`src/rtl/udp_audio_pkg.sv`:
```
// Shared constants and types for the UDP audio packetizer.
//   HDR_BYTES   : payload header length (sequence number + sample count)
//   SEQ_W/CNT_W : widths of the sequence number and sample count fields
//   pkt_state_t : packet framing FSM states
package udp_audio_pkg;

   localparam int HDR_BYTES = 4;
   localparam int SEQ_W     = 16;
   localparam int CNT_W     = 16;

   typedef enum logic [2:0] {
      ST_IDLE,
      ST_HDR,
      ST_SEQ_HI,
      ST_SEQ_LO,
      ST_CNT_HI,
      ST_CNT_LO,
      ST_DAT_HI,
      ST_DAT_LO
   } pkt_state_t;

endpackage

```
`src/rtl/sync_fifo.sv`:
```
// Single-clock show-ahead FIFO.
//   i_clk, i_rst        : clock, synchronous active-high reset
//   i_wr_en, i_wr_data  : write strobe and data (ignored when full unless popping)
//   i_rd_en             : pop the head entry (ignored when empty)
//   o_rd_data           : head entry, valid whenever !o_empty
//   o_rd_data_nxt       : entry behind the head, so a consumer can register it
//                         in the same cycle it pops the head
//   o_level, o_full, o_empty : occupancy
// DEPTH must be a power of two and at least 2.
module sync_fifo #(
   parameter int  WIDTH = 16,
   parameter int  DEPTH = 256,
   localparam int AW    = $clog2(DEPTH)
) (
   input  logic             i_clk,
   input  logic             i_rst,
   input  logic             i_wr_en,
   input  logic [WIDTH-1:0] i_wr_data,
   input  logic             i_rd_en,
   output logic [WIDTH-1:0] o_rd_data,
   output logic [WIDTH-1:0] o_rd_data_nxt,
   output logic [AW:0]      o_level,
   output logic             o_full,
   output logic             o_empty
);

   logic [WIDTH-1:0] r_mem [DEPTH];
   logic [AW-1:0]    r_wr_ptr;
   logic [AW-1:0]    r_rd_ptr;
   logic [AW:0]      r_level;
   logic [AW-1:0]    w_rd_ptr_nxt;
   logic             w_wr;
   logic             w_rd;

   assign o_full        = (r_level == (AW+1)'(DEPTH));
   assign o_empty       = (r_level == '0);
   assign o_level       = r_level;
   // a pop frees the slot a simultaneous write lands in, so full+pop still writes
   assign w_wr          = i_wr_en && (!o_full || i_rd_en);
   assign w_rd          = i_rd_en && !o_empty;
   assign w_rd_ptr_nxt  = r_rd_ptr + 1'b1;
   assign o_rd_data     = r_mem[r_rd_ptr];
   assign o_rd_data_nxt = r_mem[w_rd_ptr_nxt];

   always_ff @(posedge i_clk) begin
      if (w_wr) r_mem[r_wr_ptr] <= i_wr_data;
   end

   always_ff @(posedge i_clk) begin
      if (i_rst) begin
         r_wr_ptr <= '0;
         r_rd_ptr <= '0;
         r_level  <= '0;
      end else begin
         if (w_wr) r_wr_ptr <= r_wr_ptr + 1'b1;
         if (w_rd) r_rd_ptr <= w_rd_ptr_nxt;
         case ({w_wr, w_rd})
            2'b10:   r_level <= r_level + 1'b1;
            2'b01:   r_level <= r_level - 1'b1;
            default: r_level <= r_level;
         endcase
      end
   end

endmodule

```
`src/rtl/udp_audio_packetizer.sv`:
```
// Buffers 16-bit audio samples and frames them into UDP payloads:
//   seq[15:8] seq[7:0] cnt[15:8] cnt[7:0] {data[15:8] data[7:0]} x cnt
// A partial packet is flushed after FLUSH_TIMEOUT idle cycles.
//   i_clk, i_rst                : clock, synchronous active-high reset
//   i_enable                    : allows new packets to start
//   i_sample_valid/data, o_sample_ready : sample input (drops counted, never stalled)
//   udp_tx_hdr_valid/ready      : per-packet header request
//   udp_tx_valid/ready/last/data: payload byte stream
//   o_drop_cnt                  : saturating count of dropped-sample cycles
//   o_pkt_cnt                   : completed packets (wraps)
//
// state     | meaning
// ----------+---------------------------------------------
// ST_IDLE   | waiting for a full packet or flush expiry
// ST_HDR    | header request held until accepted
// ST_SEQ_HI | sending sequence number, high byte
// ST_SEQ_LO | sending sequence number, low byte
// ST_CNT_HI | sending sample count, high byte
// ST_CNT_LO | sending sample count, low byte
// ST_DAT_HI | sending head sample, high byte
// ST_DAT_LO | sending head sample, low byte; pops on accept
module udp_audio_packetizer
   import udp_audio_pkg::*;
#(
   parameter int SAMPLES_PER_PKT = 64,
   parameter int FIFO_DEPTH      = 256,
   parameter int FLUSH_TIMEOUT   = 125000
) (
   input  logic        i_clk,
   input  logic        i_rst,
   input  logic        i_enable,
   input  logic        i_sample_valid,
   input  logic [15:0] i_sample_data,
   output logic        o_sample_ready,
   output logic        udp_tx_hdr_valid,
   input  logic        udp_tx_hdr_ready,
   output logic        udp_tx_valid,
   input  logic        udp_tx_ready,
   output logic        udp_tx_last,
   output logic [7:0]  udp_tx_data,
   output logic [15:0] o_drop_cnt,
   output logic [15:0] o_pkt_cnt
);

   localparam int LW = $clog2(FIFO_DEPTH) + 1;
   localparam int TW = $clog2(FLUSH_TIMEOUT + 1);

   pkt_state_t       r_state, w_state_nxt;
   logic [LW-1:0]    w_level;
   logic             w_full, w_empty;
   logic [15:0]      w_head, w_head_nxt;
   logic             w_wr, w_pop, w_accept, w_start, w_lvl_ge, w_timer_run;
   logic [CNT_W-1:0] w_cnt_new;
   logic [SEQ_W-1:0] r_seq;
   logic [CNT_W-1:0] r_cnt, r_rem;
   logic [15:0]      r_pkt_cnt, r_drop_cnt;
   logic [TW-1:0]    r_timer;
   logic             r_expired;
   logic             r_hdr_valid, r_tx_valid, r_tx_last;
   logic [7:0]       r_tx_data;
   logic             w_hdr_valid_nxt, w_tx_valid_nxt, w_tx_last_nxt;
   logic [7:0]       w_data_nxt;

   sync_fifo #(.WIDTH(16), .DEPTH(FIFO_DEPTH)) u_fifo (
      .i_clk         (i_clk),
      .i_rst         (i_rst),
      .i_wr_en       (w_wr),
      .i_wr_data     (i_sample_data),
      .i_rd_en       (w_pop),
      .o_rd_data     (w_head),
      .o_rd_data_nxt (w_head_nxt),
      .o_level       (w_level),
      .o_full        (w_full),
      .o_empty       (w_empty)
   );

   assign w_accept       = r_tx_valid && udp_tx_ready;
   assign w_pop          = (r_state == ST_DAT_LO) && w_accept;
   // a pop at full frees a slot this cycle, so the sample is taken rather than dropped
   assign o_sample_ready = !w_full || w_pop;
   assign w_wr           = i_sample_valid && o_sample_ready;
   assign w_lvl_ge       = (w_level >= LW'(SAMPLES_PER_PKT));
   assign w_start        = (r_state == ST_IDLE) && i_enable &&
                           (w_lvl_ge || (r_expired && !w_empty));
   assign w_cnt_new      = w_lvl_ge ? CNT_W'(SAMPLES_PER_PKT) : CNT_W'(w_level);
   assign w_timer_run    = (r_state == ST_IDLE) && !w_empty && !w_lvl_ge;

   assign udp_tx_hdr_valid = r_hdr_valid;
   assign udp_tx_valid     = r_tx_valid;
   assign udp_tx_last      = r_tx_last;
   assign udp_tx_data      = r_tx_data;
   assign o_drop_cnt       = r_drop_cnt;
   assign o_pkt_cnt        = r_pkt_cnt;

   // outputs are registered, so the byte for the state being entered is chosen here
   always_comb begin
      w_state_nxt = r_state;
      w_data_nxt  = r_tx_data;
      case (r_state)
         ST_IDLE:   if (w_start) w_state_nxt = ST_HDR;
         ST_HDR:    if (udp_tx_hdr_ready) begin
                       w_state_nxt = ST_SEQ_HI;
                       w_data_nxt  = r_seq[15:8];
                    end
         ST_SEQ_HI: if (w_accept) begin
                       w_state_nxt = ST_SEQ_LO;
                       w_data_nxt  = r_seq[7:0];
                    end
         ST_SEQ_LO: if (w_accept) begin
                       w_state_nxt = ST_CNT_HI;
                       w_data_nxt  = r_cnt[15:8];
                    end
         ST_CNT_HI: if (w_accept) begin
                       w_state_nxt = ST_CNT_LO;
                       w_data_nxt  = r_cnt[7:0];
                    end
         ST_CNT_LO: if (w_accept) begin
                       w_state_nxt = ST_DAT_HI;
                       w_data_nxt  = w_head[15:8];
                    end
         ST_DAT_HI: if (w_accept) begin
                       w_state_nxt = ST_DAT_LO;
                       w_data_nxt  = w_head[7:0];
                    end
         ST_DAT_LO: if (w_accept) begin
                       if (r_rem == CNT_W'(1)) begin
                          w_state_nxt = ST_IDLE;
                          w_data_nxt  = 8'h00;
                       end else begin
                          // head is being popped; the next sample sits behind it
                          w_state_nxt = ST_DAT_HI;
                          w_data_nxt  = w_head_nxt[15:8];
                       end
                    end
         default: begin
            w_state_nxt = ST_IDLE;
            w_data_nxt  = 8'h00;
         end
      endcase
      w_hdr_valid_nxt = (w_state_nxt == ST_HDR);
      w_tx_valid_nxt  = (w_state_nxt != ST_IDLE) && (w_state_nxt != ST_HDR);
      w_tx_last_nxt   = (w_state_nxt == ST_DAT_LO) && (r_rem == CNT_W'(1));
   end

   always_ff @(posedge i_clk) begin
      if (i_rst) begin
         r_state     <= ST_IDLE;
         r_hdr_valid <= 1'b0;
         r_tx_valid  <= 1'b0;
         r_tx_last   <= 1'b0;
         r_tx_data   <= 8'h00;
         r_seq       <= '0;
         r_cnt       <= '0;
         r_rem       <= '0;
         r_pkt_cnt   <= '0;
         r_drop_cnt  <= '0;
         r_timer     <= '0;
         r_expired   <= 1'b0;
      end else begin
         r_state     <= w_state_nxt;
         r_hdr_valid <= w_hdr_valid_nxt;
         r_tx_valid  <= w_tx_valid_nxt;
         r_tx_last   <= w_tx_last_nxt;
         r_tx_data   <= w_data_nxt;

         if (w_start) begin
            r_cnt <= w_cnt_new;
            r_rem <= w_cnt_new;
         end else if (w_pop) begin
            r_rem <= r_rem - 1'b1;
         end

         if (w_pop && (r_rem == CNT_W'(1))) begin
            r_seq     <= r_seq + 1'b1;
            r_pkt_cnt <= r_pkt_cnt + 1'b1;
         end

         if (i_sample_valid && !o_sample_ready && (r_drop_cnt != 16'hFFFF))
            r_drop_cnt <= r_drop_cnt + 1'b1;

         // expiry stays set until the packet it triggers actually starts
         if (w_start) begin
            r_timer   <= '0;
            r_expired <= 1'b0;
         end else if (w_timer_run) begin
            if (r_timer == TW'(FLUSH_TIMEOUT - 1)) r_expired <= 1'b1;
            else                                   r_timer   <= r_timer + 1'b1;
         end else begin
            r_timer <= '0;
         end
      end
   end

endmodule
```
`config.mk`:
```
export PLATFORM = sky130hd
export DESIGN_NAME = udp_audio_packetizer
export DESIGN_NICKNAME = d
export VERILOG_FILES = /design/src/rtl/udp_audio_pkg.sv /design/src/rtl/sync_fifo.sv /design/src/rtl/udp_audio_packetizer.sv
export SDC_FILE = /design/constraint.sdc
export NUM_CORES = 2
export LEC_CHECK = 0
export BUFFER_PORTS_ARGS = -buffer_cell sky130_fd_sc_hd__buf_2
export CAP_MARGIN = 20
export CORE_MARGIN = 1
export CORE_UTILIZATION = 60
export CTS_CLUSTER_DIAMETER = 30
export DETAILED_ROUTE_END_ITERATION = 12
export PLACE_DENSITY_LB_ADDON = 0.3
export SLEW_MARGIN = 40
export SYNTH_ARGS = -nofsm -noshare
export SYNTH_HDL_FRONTEND = slang
export SYNTH_HIERARCHICAL = 1
export SYNTH_SLANG_ARGS = --single-unit
```
`constraint.sdc`:
```
create_clock -name i_clk -period 6.3 [get_ports i_clk]
set_clock_uncertainty 0.2 [all_clocks]
set_input_delay 0.945 -clock i_clk [delete_from_list [all_inputs] [get_ports i_clk]]
set_output_delay 0.945 -clock i_clk [all_outputs]
set_load 0.05 [all_outputs]
```
==> flow_metrics.env <==
export IMPL_r2r_cells=12
export IMPL_sw_frac_of_total_pct=21.9
export IMPL_syn_nets=9060
export IMPL_ys_warn_count=6
export IMPL_syn_to_final_growth_pct=18.5
export IMPL_maxSlewHeadroom_pct=25.5
export IMPL_hold_buffers=0
export IMPL_p_leak_nw=66.3
export IMPL_critPathArrivalTime_ps=6390
export IMPL_hold_path_class="in -> reg"
export IMPL_min_from="i_sample_data[1]"
export IMPL_p_per_area_mw_per_mm2=334
export IMPL_via_per_inst=7.70
export IMPL_whs_endpoint="u_fifo/r_mem[81][1]"
export IMPL_finalCritPeriodShare_pct=90.4
export IMPL_vias=109000
export IMPL_drt_iter0_markers=19700
export IMPL_syn_cell_area_mm2=0.181
export IMPL_cts_buffers=709
export IMPL_fin_nets=9647
export IMPL_htreeDepth=6
export IMPL_timing_rr_start="u_fifo/r_rd_ptr[0]"
export IMPL_ios=66
export IMPL_crit_fanout=36
export IMPL_hold_depth=1
export IMPL_timing_fmax_mhz=176
export IMPL_grt_max_degree=180
export IMPL_power_frac_comb_pct=1.0
export IMPL_drtPass1Iterations=7
export IMPL_worstSetupPathType="reg -> reg"
export IMPL_cts_resized=0
export IMPL_post_cts_buffers=0
export IMPL_hold_viol=0
export IMPL_worst_pin_slew_ps=1110
export IMPL_clkPwrFrac_pct=55.8
export IMPL_clock_latency_ps=1100
export IMPL_p_int_mw=56.0
export IMPL_grt_pass1_wl_mm=839
export IMPL_finalSetupViolCount=0
export IMPL_cts_sinks=4234
export IMPL_tns_ps=0
export IMPL_core_area_mm2=0.300
export IMPL_clockRootBuffer="clkbuf_16"
export IMPL_regToRegSetupSlack_ps=610
export IMPL_die_w_um=552
export IMPL_num_rows=201
export IMPL_stdcell_area_mm2=0.215
export IMPL_dpl_cell_area_mm2=0.189
export IMPL_tritoncts="done"
export IMPL_netlist_instances=9024
export IMPL_cts_clk_slew_worst_paths_ps=60
export IMPL_cts_buffer_depth=4
export IMPL_report_final_slew_viol_count=0
export IMPL_grt_pass1_vias=108000
export IMPL_drc_errors=0
export IMPL_wl_mm=610
export IMPL_grt_setup_unrepaired="no"
export IMPL_pwr_share_seq_pct=43.1
export IMPL_status="complete, no violations"
export IMPL_overflow=0
export IMPL_drt_wirelength_per_cell_um=42.9
export IMPL_synth_avg_cell_area_um2=20.1
export IMPL_die_area_mm2=0.304
export IMPL_drtAntennaViolNets=0
export IMPL_layout_drive_gt1_share_pct=37.2
export IMPL_startpoint_type="flip-flop"
export IMPL_min_period_ps=5690
export IMPL_end_kind="flip-flop"
export IMPL_start_util_pct=60.4
export IMPL_die_h_um=552
export IMPL_portBuffers=65
export IMPL_critPathRequiredTime_ps=7000
export IMPL_gr_usage_all_layers_pct=40.1
export IMPL_antenna_found_initial=59
export IMPL_holdWs_ps=78.0
export IMPL_utilization_pct=71.5
export IMPL_dp_hpwl_mm=355
export IMPL_max_cap_violations=0
export IMPL_r2r_end="udp_tx_data[7]"
export IMPL_p_sw_mw=15.7
export IMPL_ir_drop_mv=0.361
export IMPL_place_congestion=1.02
## cells in the final DEF (no fill, tap or decap), drive strengths merged, types with 92 or more instances in the layout
| cell type | count |
|---|---|
| clkbuf | 791 |
| mux4 | 1591 |
| a21oi | 197 |
| nor2 | 379 |
| buf | 681 |
| mux2i | 209 |
| inv | 139 |
| dfxtp | 138 |
| a22oi | 345 |
| edfxtp | 4096 |
| nand2 | 245 |
| bufinv | 92 |
| clkinv | 266 |
## through the flow
stage | worst slack [ps] | instances | total power [mW]
CTS | 935 | 14200 | 71.7
floorplan | 296 | 9024 | 31.6
detailed placement | 786 | 12800 | 32.2
global route | 739 | 14200 | 73.0
finish | 605 | 14200 | 71.7
global placement | 512 | 12800 | 32.1
## final cells by class
| type | count | area (µm²) |
|---|---|---|
| Fill cell | 16600 | 85400 |
| Tap cell | 3958 | 4950 |
| Antenna cell | 36 | 90.1 |
| Clock buffer | 773 | 18100 |
| Multi-Input combinational cell | 3928 | 52100 |
| Clock inverter | 542 | 7020 |
| Inverter | 38 | 148 |
| Timing Repair Buffer | 700 | 6490 |
| Sequential cell | 4234 | 126000 |
## worst max-delay path, cell delays in order, from the launching register on
cell	delay, ps
dfxtp_4	870
ha_4	820
buf_12	300
buf_12	260
mux4_2	350
a22oi_1	320
nand2_1	420
a2111oi_1	950
buf_4	230
nand4_1	220
o21a_1	190
o211ai_1	80
o311ai_0	170
## worst max path at each step
stage | endpoint | cells past startpoint | start | slack (ps)
6_report | udp_tx_data[7] | 12 | u_fifo/r_rd_ptr[0] | 610
5_1_grt | u_fifo/o_level[8] | 18 | u_fifo/o_level[1] | 740
4_1_cts | udp_tx_data[1] | 13 | flip-flop | 930
3_5_place_dp | u_fifo/o_level[8] | 18 | udp_tx_ready | 790
3_3_place_gp | udp_tx_data[6] | 10 | u_fifo/r_rd_ptr[0] | 510
2_1_floorplan | u_fifo/o_level[8] | 19 | udp_tx_ready | 300
## sequential cells by signal, indices dropped and copies added (netlist names), 3 cells and up, named ones only
name and flops:
r_timer 17, r_seq 16, o_drop_cnt 16, r_state 3, u_fifo/r_wr_ptr 8, u_fifo/r_mem 4096, u_fifo/r_rd_ptr 8, u_fifo/o_level 9
o_pkt_cnt 16, r_cnt 9, udp_tx_data 8, r_rem 16
## power groups by stage
stage	clock (mW)	combinational [mW]	sequential, mW
final	40.0	0.749	30.9
after global routing	41.3	0.754	30.9
after CTS	40.1	0.693	30.9
after detailed placement	0	0.690	31.5
after global placement	0	0.639	31.5
after floorplan	0	0.0848	31.5
## layer usage
metal / vias to the layer above / wire (µm) / global-route usage [%]
met1: 56200 / 193000 / 50.3
met5: - / 291 / 0
li1: 39900 / - / -
met4: 40 / 48600 / 26.9
met2: 11100 / 272000 / 59.0
met3: 2243 / 96100 / 15.0
No activity file was read; power rests on OpenSTA's default activity.
